**src/rtl/mips_pkg.sv**
```systemverilog
// Shared types and constants for the pipelined MIPS core.
// Imported by every pipeline stage.
package mips_pkg;

  typedef logic [31:0] addr_t;

  localparam logic [1:0] PCSRC_SEQ = 2'b00;
  localparam logic [1:0] PCSRC_BR  = 2'b01;
  localparam logic [1:0] PCSRC_J   = 2'b10;

  localparam logic [31:0] NOP_INSTR = 32'h0;

  typedef struct packed {
    logic [31:0] instr;
    addr_t       pc_plus4;
    logic        valid;
  } if_id_t;

endpackage

```
**src/rtl/if_id_reg.sv**
```systemverilog
// Enable/clear pipeline register; clears to all zeros.
// A hold (en = 0) beats a clear.
module if_id_reg #(
  parameter int W = 32
) (
  input  logic         clk,
  input  logic         reset_n,
  input  logic         en,
  input  logic         clr,
  input  logic [W-1:0] d,
  output logic [W-1:0] q
);

  always_ff @(posedge clk or negedge reset_n) begin
    if (!reset_n) begin
      q <= '0;
    end else if (en) begin
      q <= clr ? '0 : d;
    end
  end

endmodule

```
**src/rtl/fetch_unit.sv**
```systemverilog
// Fetch front end: PC register, next-PC select, IF/ID register,
// branch/jump target arithmetic and a saturating redirect counter.
module fetch_unit
  import mips_pkg::*;
#(
  parameter addr_t RESET_PC = 32'h0000_0000,
  parameter int    CNT_W    = 16
) (
  input  logic             clk,
  input  logic             reset_n,
  input  logic             StallF,
  input  logic             StallD,
  input  logic [1:0]       PCSrcD,
  input  logic             RegClrD,
  output logic [31:0]      PCF,
  input  logic [31:0]      InstrF,
  output logic [31:0]      InstrD,
  output logic [31:0]      PCPlus4D,
  output logic             ValidD,
  output logic [31:0]      PCBranchD,
  output logic [CNT_W-1:0] RedirectCnt
);

  addr_t  pc_q;
  addr_t  pc_next;
  addr_t  pc_plus4f;
  addr_t  pc_jump;
  if_id_t fd_d;
  if_id_t fd_q;
  logic   redirect;

  assign pc_plus4f = pc_q + 32'd4;
  assign PCBranchD = fd_q.pc_plus4
                   + {{14{fd_q.instr[15]}}, fd_q.instr[15:0], 2'b00};
  assign pc_jump   = {fd_q.pc_plus4[31:28], fd_q.instr[25:0], 2'b00};
  assign redirect  = (PCSrcD != PCSRC_SEQ) && !StallF;

  // Illegal 2'b11 falls into the jump arm: jump wins.
  always_comb begin
    pc_next = pc_plus4f;
    priority case (1'b1)
      PCSrcD[1]: pc_next = pc_jump;
      PCSrcD[0]: pc_next = PCBranchD;
      default:   pc_next = pc_plus4f;
    endcase
  end

  always_ff @(posedge clk or negedge reset_n) begin
    if (!reset_n) begin
      pc_q <= RESET_PC;
    end else if (!StallF) begin
      pc_q <= pc_next;
    end
  end

  always_ff @(posedge clk or negedge reset_n) begin
    if (!reset_n) begin
      RedirectCnt <= '0;
    end else if (redirect && (RedirectCnt != '1)) begin
      RedirectCnt <= RedirectCnt + CNT_W'(1);
    end
  end

  assign fd_d.instr    = InstrF;
  assign fd_d.pc_plus4 = pc_plus4f;
  assign fd_d.valid    = 1'b1;

  if_id_reg #(
    .W($bits(if_id_t))
  ) u_if_id (
    .clk     (clk),
    .reset_n (reset_n),
    .en      (!StallD),
    .clr     (RegClrD),
    .d       (fd_d),
    .q       (fd_q)
  );

  assign PCF      = pc_q;
  assign InstrD   = fd_q.instr;
  assign PCPlus4D = fd_q.pc_plus4;
  assign ValidD   = fd_q.valid;

endmodule

```
**config.mk**
```make
export PLATFORM = sky130hd
export DESIGN_NAME = fetch_unit
export DESIGN_NICKNAME = d
export VERILOG_FILES = /design/src/rtl/mips_pkg.sv /design/src/rtl/if_id_reg.sv /design/src/rtl/fetch_unit.sv
export SDC_FILE = /design/constraint.sdc
export NUM_CORES = 1
export LEC_CHECK = 0
export CELL_PAD_IN_SITES_DETAIL_PLACEMENT = 0
export CELL_PAD_IN_SITES_GLOBAL_PLACEMENT = 2
export CORE_MARGIN = 3
export CORE_UTILIZATION = 30
export DETAILED_ROUTE_END_ITERATION = 8
export PLACE_DENSITY_LB_ADDON = 0.1
export SYNTH_ARGS = -nofsm -noshare
export SYNTH_HDL_FRONTEND = slang
export SYNTH_HIERARCHICAL = 1
export SYNTH_SLANG_ARGS = --single-unit
export TNS_END_PERCENT = 30
```
**constraint.sdc**
```tcl
create_clock -name clk -period 4.27 [get_ports clk]
set_clock_uncertainty 0.05 [all_clocks]
set_input_delay 1.281 -clock clk [delete_from_list [all_inputs] [get_ports clk]]
set_output_delay 1.281 -clock clk [all_outputs]
set_load 0.01 [all_outputs]
```
==> impl.org, run 1 <==
** Route
- Drt first pass iters :: 5
- Via Count :: 7819
- After detailed routing, the total wire length is 29500 µm.
- Post-route ant nets :: 0
- Detailed-route vias per instance :: 5.06
- Drt first-iter violations :: 519
- In the final routed layout, each cell accounts on average for 19.1 µm.
- After detailed routing, the number of remaining DRC violations is 0.

** Synthesis
- The synthesized netlist occupies a cell area of 0.00800 mm².
- Summing the areas of all compound-gate instances in the mapped netlist gives 19.1% of the synthesized area.
- After synthesis, the share of flip-flops with an asynchronous set or reset is 100%.
- Counting flops and latches in the post-synthesis netlist gives 113.
- Fraction of post-synthesis cell area in the top cell type by area :: 35.3%
- Area share of xor/xnor cells in the synthesized design :: 7.77%
- The share of the Yosys chip area taken by registers is 35.3%.
- Of the total synthesized cell area, the portion taken by AND, OR, NAND and NOR gates is 22.4%.
- The synthesized design contains 0 enable-type register cells.
- The largest total area in the synthesized netlist belongs to dfrtp_1.
- Area share of fa/ha/maj cells after synthesis :: 5.10%
- Count of cell types in the netlist :: 80
- Post-synthesis instance total :: 950
- Measured against the total synthesized area, the mux share comes to 1.84%.
- Post-Synthesis Net Count :: 1021
- In the synthesized netlist the dominant register cell turns out to be dfrtp_1.
- After synthesis, the largest family of logic cells by area is simple AND/OR/NAND/NOR gates.
- Cell types occupying the most area after synthesis :: dfrtp_1 35%, nand3b_1 6.2%, o21ai_0 5.7%, xnor2_1 5.1%, ha_1 4.8%
- During synthesis, Yosys emitted a total of 6 warnings.
- Synthesized area divided by synthesized cell count :: 8.43 µm²

** Timing
- Portion of the clock cycle consumed by the worst path in the final layout :: 97.6%
- Worst setup margin :: 0.104 ns
- Setup violations remaining at the end of the flow were counted as 0.
- Timing would allow up to 0.240 GHz.
- The count of final hold-check violations is 0.
- The worst pin sits at a relative slew slack of 45.7%.
- Pin slew with the least headroom to its limit :: 0.814 ns
- The count of pins over their slew limit is 0.
- Setup repair after global routing could not meet its margin everywhere.
- The worst path in the final design needs a cycle of 4.17 ns, including I/O delays and setup.

** Power and ir drop
- In this run switching power makes up 35.6% of total power.
- Internal power comes to 0.00291 W.
- The worst-case IR drop observed on VDD is 255 µV.
- In this run the static leakage power is 5.01 nW.
- Overall power consumption after layout is estimated at 0.00453 W.
- Clock power share :: 31.9%
- Of the total power, combinational logic draws 36.2%.
- P_sw :: 0.00161 W
- Registers are responsible for 31.9% of the overall power.
- In this run the power density over the cells is 395 mW/mm².

** Final layout
- Leading cell type in the layout, fill and taps excluded :: clkdlybuf4s50_1
- In the layout the commonest cells are 160 x clkdlybuf4s50_1, 112 x dfrtp_1, 104 x buf_4.
- P&R area growth vs syn :: 43.2%
- After the last flow step, the layout net total stands at 1268.
- Share of post-route cells with drive strength above 1 :: 17.5%
- Number of diodes :: 0
- Summing all non-filler instances in the final layout gives an area of 0.0115 mm².
- Number of non-filler instances in the completed layout :: 1545

** GRT
- First-pass GRT wire length :: 46500 µm
- The number of global-route vias before repair came to 7955.
- Global routing finished with a remaining overflow of 0.
- Pin count of the biggest net entering global routing :: 60
- Number of antenna violations at the first check in global routing :: 1
- GRT Util Overall :: 20.7%

** Clock tree
- For this design, the CTS-stage hold fixing added 0 buffers.
- Number of H-tree levels :: 4
- After clock tree synthesis, the clock-pin slew on the worst setup and hold paths is 0.07 ns.
- The clock reaches the later pin of the worst-skew pair after 0.42 ns.
- Clock tree from TritonCTS :: yes
- Clock Tree Root :: clkbuf_16
- Number of buffers created by CTS :: 17
- Clock Sinks :: 113
- Clock Path Buffers :: 2

** Worst setup path
- Setup slack, reg-to-reg :: 1.50 ns
- The startpoint identified for the worst register-to-register timing path is u_if_id/q[48].
- Crit-path cells :: buf_4, ha_1, nand4_1, or3_1, nor4_2, buf_4, o21ai_1, a21oi_2, xnor2_1, clkbuf_2
- For the worst flop-to-flop path, the logic depth is 10.
- The worst setup path is captured at an output port.
- Crit path to :: PCBranchD[31]
- Critical Path Fanout Max :: 8
- STA classifies the critical path startpoint as a flop.
- Slowest cell on the critical path :: dfrtp_2
- For the worst setup path, the data arrival time is 2.84 ns.
- At the worst endpoint, the required time is 2.94 ns.
- The most critical setup path has its startpoint at u_if_id/q[48].
- Delay contributed by the slowest stage of the critical path :: 0.46 ns
- Worst Setup Path Type :: flop to output port
- The endpoint identified for the worst register-to-register timing path is PCF[29].
- Most frequent cell on the critical path :: buf_4

** Floorplan
- Core footprint :: 0.0261 mm²
- Initial standard-cell utilization of the core :: 30.6%
- During I/O placement, the number of pins put on the boundary was 184.
- Std-Cell Rows :: 59
- Die Ht :: 169 µm
- Die boundary width :: 169 µm
- DIE AREA :: 0.0287 mm²

** Place
- The number of placed instances, taps included, is 1508.
- Input/output buffers :: 183
- Detailed placement finished with a half-perimeter wire length of 22200 µm.
- At the end of routability-driven placement, the weighted congestion stood at 0.863.
- Dpl cell area :: 0.0107 mm²
- At the placement stage, the worst setup path has a slack of -0.0180 ns.

** Worst hold path
- The path class of the tightest hold or removal check is flop to flop.

** Run status
- Result of the run :: finished clean

** Job
- Across the run, the number of max-cap violations was 0.
## synthesized netlist by cell type, types with 10 or more instances
| library cell | number |
|---|---|
| and3_1 | 14 |
| o21a_1 | 10 |
| mux2i_1 | 11 |
| o21ai_1 | 13 |
| nor2_1 | 58 |
| buf_2 | 15 |
| nor3_1 | 17 |
| clkbuf_1 | 27 |
| nand3b_1 | 66 |
| nand3_1 | 20 |
| xor2_1 | 24 |
| dfrtp_1 | 113 |
| ha_1 | 31 |
| xnor2_1 | 47 |
| nand2_1 | 85 |
| a21oi_1 | 55 |
| o21ai_0 | 91 |
| inv_1 | 87 |
| buf_4 | 11 |
| o211ai_1 | 12 |
| nand4_1 | 18 |
## cell type report
type                            count  area (µm²)
Fill cell                        2689       14700
Multi-Input combinational cell    686        4680
Sequential cell                   113        2830
Timing Repair Buffer              290        2620
Clock buffer                       17         425
Tap cell                          335         419
Inverter                           89         335
Clock inverter                     15         160
## flip-flops by register name, summed over array words and instances, names as in the netlist
signal,count
u_if_id/q,65
PCF,32
RedirectCnt,16
## timing repair
item	CTS	global route
setup endpoints to repair	19	20
pin swaps	5	5
gates resized for setup	52	35
setup buffers	2	3
## how the worst min path moves through the flow
stage / startpoint / endpoint / slack, ns / cells after the start
after global placement: RedirectCnt[4] / RedirectCnt[4] / 0.43 / 1
after floorplan: PCF[0] / PCF[0] / 0.45 / 2
after CTS: RedirectCnt[4] / RedirectCnt[4] / 0.44 / 1
final: RedirectCnt[9] / RedirectCnt[9] / 0.44 / 1
after global routing: RedirectCnt[9] / RedirectCnt[9] / 0.47 / 1
after detailed placement: RedirectCnt[9] / RedirectCnt[9] / 0.43 / 1
## critical path: cells and delay by family, from the launching register on
family	cells	cell delay (ns)
adder cells (fa/ha/maj)	1	0.29
AO/OA/AOI/OAI	2	0.28
AND/OR/NAND/NOR	3	0.78
flip-flops	1	0.46
buffers and inverters	3	0.47
XOR/XNOR	1	0.12
## cell families after synthesis
logic type | after synthesis
AOI/OAI and AO/OA | 249
xor gates and xnor gates | 71
adders and majority gates | 32
buffers and inverters | 151
DFF | 113
muxes | 14
other | 1
and+or+nand+nor | 319
## routing by layer
layer / vias to the layer above / GRT usage [%] / wire [µm] / share of wire [%]
met3: 23 / 4.15 / 1340 / 4.5
met4: 2 / 4.16 / 324 / 1.1
met2: 179 / 31.8 / 13000 / 44
li1: 3841 / - / - / -
met1: 3774 / 30.3 / 14800 / 50
met5: - / 0 / 12 / 0.041
## metrics by stage
| stage | setup TNS, ns | utilization [%] | hold WS, ns |
|---|---|---|---|
| 6_report | 0 | 43.9 | 0.440 |
| 5_1_grt | -0.0461 | 43.9 | 0.470 |
| 4_1_cts | -0.379 | 43.6 | 0.443 |
| 3_5_place_dp | -0.0289 | 41.0 | 0.430 |
| 3_3_place_gp | 0 | 41.0 | 0.430 |
| 2_1_floorplan | 0 | - | 0.447 |
## power groups by stage
| stage | Sequential, W | Clock [W] | Combinational, W |
|---|---|---|---|
| global placement | 0.00146 | 0 | 0.00164 |
| detailed placement | 0.00146 | 0 | 0.00164 |
| CTS | 0.00144 | 0.00148 | 0.00164 |
| floorplan | 0.00147 | 0 | 0.000711 |
| global route | 0.00147 | 0.00151 | 0.00179 |
| finish | 0.00145 | 0.00144 | 0.00164 |
(Power assumes the default switching activity.)
==> run 2: changes to the inputs <==
--- a/config.mk
+++ b/config.mk
@@ -7,9 +7,11 @@
 export LEC_CHECK = 0
 export CELL_PAD_IN_SITES_DETAIL_PLACEMENT = 0
 export CELL_PAD_IN_SITES_GLOBAL_PLACEMENT = 2
+export CORE_ASPECT_RATIO = 1.5
 export CORE_MARGIN = 3
 export CORE_UTILIZATION = 30
 export DETAILED_ROUTE_END_ITERATION = 8
+export GPL_TIMING_DRIVEN = 0
 export PLACE_DENSITY_LB_ADDON = 0.1
 export SYNTH_ARGS = -nofsm -noshare
 export SYNTH_HDL_FRONTEND = slang
==> run 2 against run 1 <==
Cell count rose by 0.32%; register-to-register slack worse by 0.14 ns; worst hold slack worse by 0.0031 ns; sequential power hardly changed; die area grew 0.14%; sequential share of layout area fell by 0.89 points; combinational power rose by 4%; sequential cell count unchanged.
==> impl.org, run 2 (same netlist as run 1, synthesis figures left out) <==
** Worst hold path
- In this run the most critical hold path is launched from RedirectCnt[13].
- Endpoint, Worst Hold :: RedirectCnt[13]
- Path category of the worst min-delay check :: flop to flop
- Hold path cells :: 1 (unchanged)

** GRT
- The total overflow reported by the global router is 0 (unchanged).
- The number of global-route vias before repair came to 8016 (+0.77%).
- The global-route wire length before repair came to 48300 µm (+4.0%).
- The total track usage is 21.9% (+1.2 points).
- Number of antenna violations at the first check in global routing :: 0 (-1)
- Pin count of the biggest net entering global routing :: 72 (+20%)

** Timing
- The relative slew slack came to 43.4% (-2.3 points).
- Setup repair after global routing could not meet its margin everywhere.
- Number of failing setup endpoints in the final timing report :: 0 (unchanged)
- The highest achievable clock rate came to 0.235 GHz (-2.3%).
- The actual slew at the worst max-slew pin is 0.848 ns (+0.0344 ns).
- The count of final hold-check violations is 0 (unchanged).
- Final Critical Period :: 4.26 ns (+0.0966 ns)
- Max-slew violation count :: 0 (unchanged)
- The summed negative setup slack over all endpoints is 0 ns (unchanged).
- The slack of the critical path was 0.00727 ns (-0.0966 ns).
- The post-route fraction of the period consumed by the critical path was 99.8% (+2.3 points).

** Power and ir drop
- Pwr dens :: 402 mW/mm² (+1.7%)
- The static leakage power was 5.06 nW (+1.2%).
- The maximum vdd drop is 227 µV (-11%).
- The total power draw came to 0.00478 W (+5.7%).

** Route
- Drt first pass iters :: 5 (unchanged)
- Via Count :: 7843 (+0.31%)
- The routed wire length per instance came to 20.7 µm (+8.4%).
- Post-route ant nets :: 0 (unchanged)
- Detailed-route vias per instance :: 5.06 (about the same)
- Drt first-iter violations :: 350 (-33%)
- The final routed wirelength across all metal layers was 32100 µm (+8.7%).
- The number of remaining DRC errors came to 0 (unchanged).

** Final layout
- Leaving out fill and tap cells, the most frequent cells in the layout are 158 x clkdlybuf4s50_1, 110 x dfrtp_1, 86 x inv_1.
- The register with the most flip-flops in the final layout is u_if_id/q.
- The number of inserted diodes is 0 (unchanged).
- Leading cell type in the layout, fill and taps excluded :: clkdlybuf4s50_1
- Relative to the synthesized area, the layout overhead comes to 48.8%.
- Number of non-filler instances in the completed layout :: 1550 (+0.32%)
- The number of filler instances in the final layout was 2616 (-2.7%).
- The fraction of final layout cells sized beyond drive strength 1 came to 19.1% (+1.6 points).
- The number of flip-flops under the largest register name was 65 (unchanged).
- Register area :: 0.00283 mm² (+0.18%)
- Cell area after layout :: 0.0119 mm² (+3.9%)
- Area of the multi-input gates :: 0.00501 mm² (+7.1%)
- Final layout net count :: 1275 (+0.55%)

** Worst setup path
- Number of buffers and inverters on the critical path :: 3 (unchanged)
- Worst path arrival time :: 2.93 ns (+0.09 ns)
- Setup slack, reg-to-reg :: 1.36 ns (-0.14 ns)
- Number of cell instances on the worst register-to-register path :: 10 (unchanged)
- Worst setup startpoint :: u_if_id/q[3]
- Critical Path Fanout Max :: 6 (-2)
- Critical path launch point type :: flop
- The critical path is of the flop to output port type.
- Slowest cell on the critical path :: dfrtp_1
- The worst setup path is captured at an output port.
- Worst path required time :: 2.94 ns (about the same)
- The startpoint identified for the worst register-to-register timing path is u_if_id/q[48].
- Walking the worst path, the cells encountered are ha_2, inv_2, fa_2, nand2b_4, a21o_1, a31oi_4, buf_12, o2111a_2, nor2_1, xnor2_2, dlygate4sd2_1.
- Delay contributed by the slowest stage of the critical path :: 0.36 ns (-0.10 ns)
- R2r endpoint :: PCF[30]
- In this design, the largest share of critical-path delay is due to compound AO/OA/AOI/OAI gates.

** Place
- Final weighted congestion of routability-driven global placement :: 0.791 (-8.3%)
- Pre-CTS worst setup slack :: -1.07 ns (-1.06 ns)
- The HPWL reported at the end of detailed placement was 24300 µm (+9.6%).
- Total placed cells including tap cells :: 1463 (-3.0%)
- The post-place instance area was 0.0102 mm² (-4.3%).
- The number of input and output port buffers inserted is 179 (-2.2%).

** Clock tree
- The post-CTS clock slew at the launch and capture registers of the worst setup and hold paths is 0.06 ns (about the same).
- The root buffer cell chosen for the clock tree is clkbuf_16.
- The number of hold-repair buffers added at the cts stage is 0 (unchanged).
- Clock tree from TritonCTS :: yes
- Number of H-tree levels :: 4 (unchanged)
- The count of clock tree sinks came to 113 (unchanged).
- The clock latency reported for the late side of the worst-skew pair was 0.42 ns (about the same).
- Number of buffers created by CTS :: 17 (unchanged)
- Clock Path Buffers :: 2 (unchanged)

** Floorplan
- The standard cell core area was 0.0260 mm² (-0.37%).
- The number of I/O pins was 184 (unchanged).
- The chip width is 139 µm (-18%).
- DIE AREA :: 0.0287 mm² (+0.14%)
- Die Ht :: 206 µm (+22%)
- The initial cell density of the core is 30.7% (+0.11 points).
- The number of cell rows came to 72 (+22%).

** Run status
- Result of the run :: finished clean

** Job
- Max-cap violation count :: 0 (unchanged)
==> run 2: cell types whose count changed in the layout (fill, tap and decap cells not counted), moves of 5 or more <==
cell      delta
clkinv_4     -5
clkbuf_1    +21
buf_4       -39
a21oi_1      -5
ha_1         -9
clkbuf_8     +5
ha_4         +8
buf_2       +13
buf_6       +13
==> run 2: how the worst max path moves through the flow <==
stage                          endpoint  slack (ns)  cells past startpoint
final                     PCBranchD[20]       0.007                     11
after detailed placement  PCBranchD[26]       -1.07                      8
after CTS                 PCBranchD[15]       -0.18                     10
after global placement          PCF[31]       -3.01                      1
after global routing      PCBranchD[19]       -0.13                      8
after floorplan           PCBranchD[27]        0.51                      8
==> run 2: final cells by class <==
type | instances | area share (%)
inverters | 89 | 2.80
multi-input cells | 686 | 42.1
clock buffers | 22 | 4.15
plain buffers | 57 | 3.00
flip-flops and latches | 113 | 23.8
repair buffers | 240 | 19.2
clock inverters | 10 | 1.49
well taps | 333 | 3.50
==> run 2: where the power goes <==
group | internal, W | total, W | switching [W]
Clock | 0.00111 | 0.00163 | 0.000524
Combinational | 0.000857 | 0.00170 | 0.000840
Sequential | 0.00122 | 0.00145 | 0.000233
Total | 0.00319 | 0.00478 | 0.00160
==> run 2: metrics by stage <==
stage | hold WS [ns] | util [%]
3_3_place_gp | 0.430 | 39.2
5_1_grt | 0.459 | 45.8
3_5_place_dp | 0.432 | 39.3
6_report | 0.437 | 45.8
4_1_cts | 0.444 | 44.4
2_1_floorplan | 0.447 | -
==> run 2: routing by layer <==
layer | wire length (µm) | vias up | track usage (%)
li1 | - | 3852 | -
met1 | 13400 | 3798 | 26.0
met2 | 16900 | 170 | 40.3
met3 | 1230 | 23 | 3.98
met4 | 515 | 0 | 5.98
met5 | 0 | - | 0
==> run 2: timing repair <==
action                     4_1_cts  5_1_grt
hold endpoints to repair         0        0
setup endpoints to repair       22       18
pin swaps                       27       32
gates resized for setup        138       36
setup buffers                   34       26
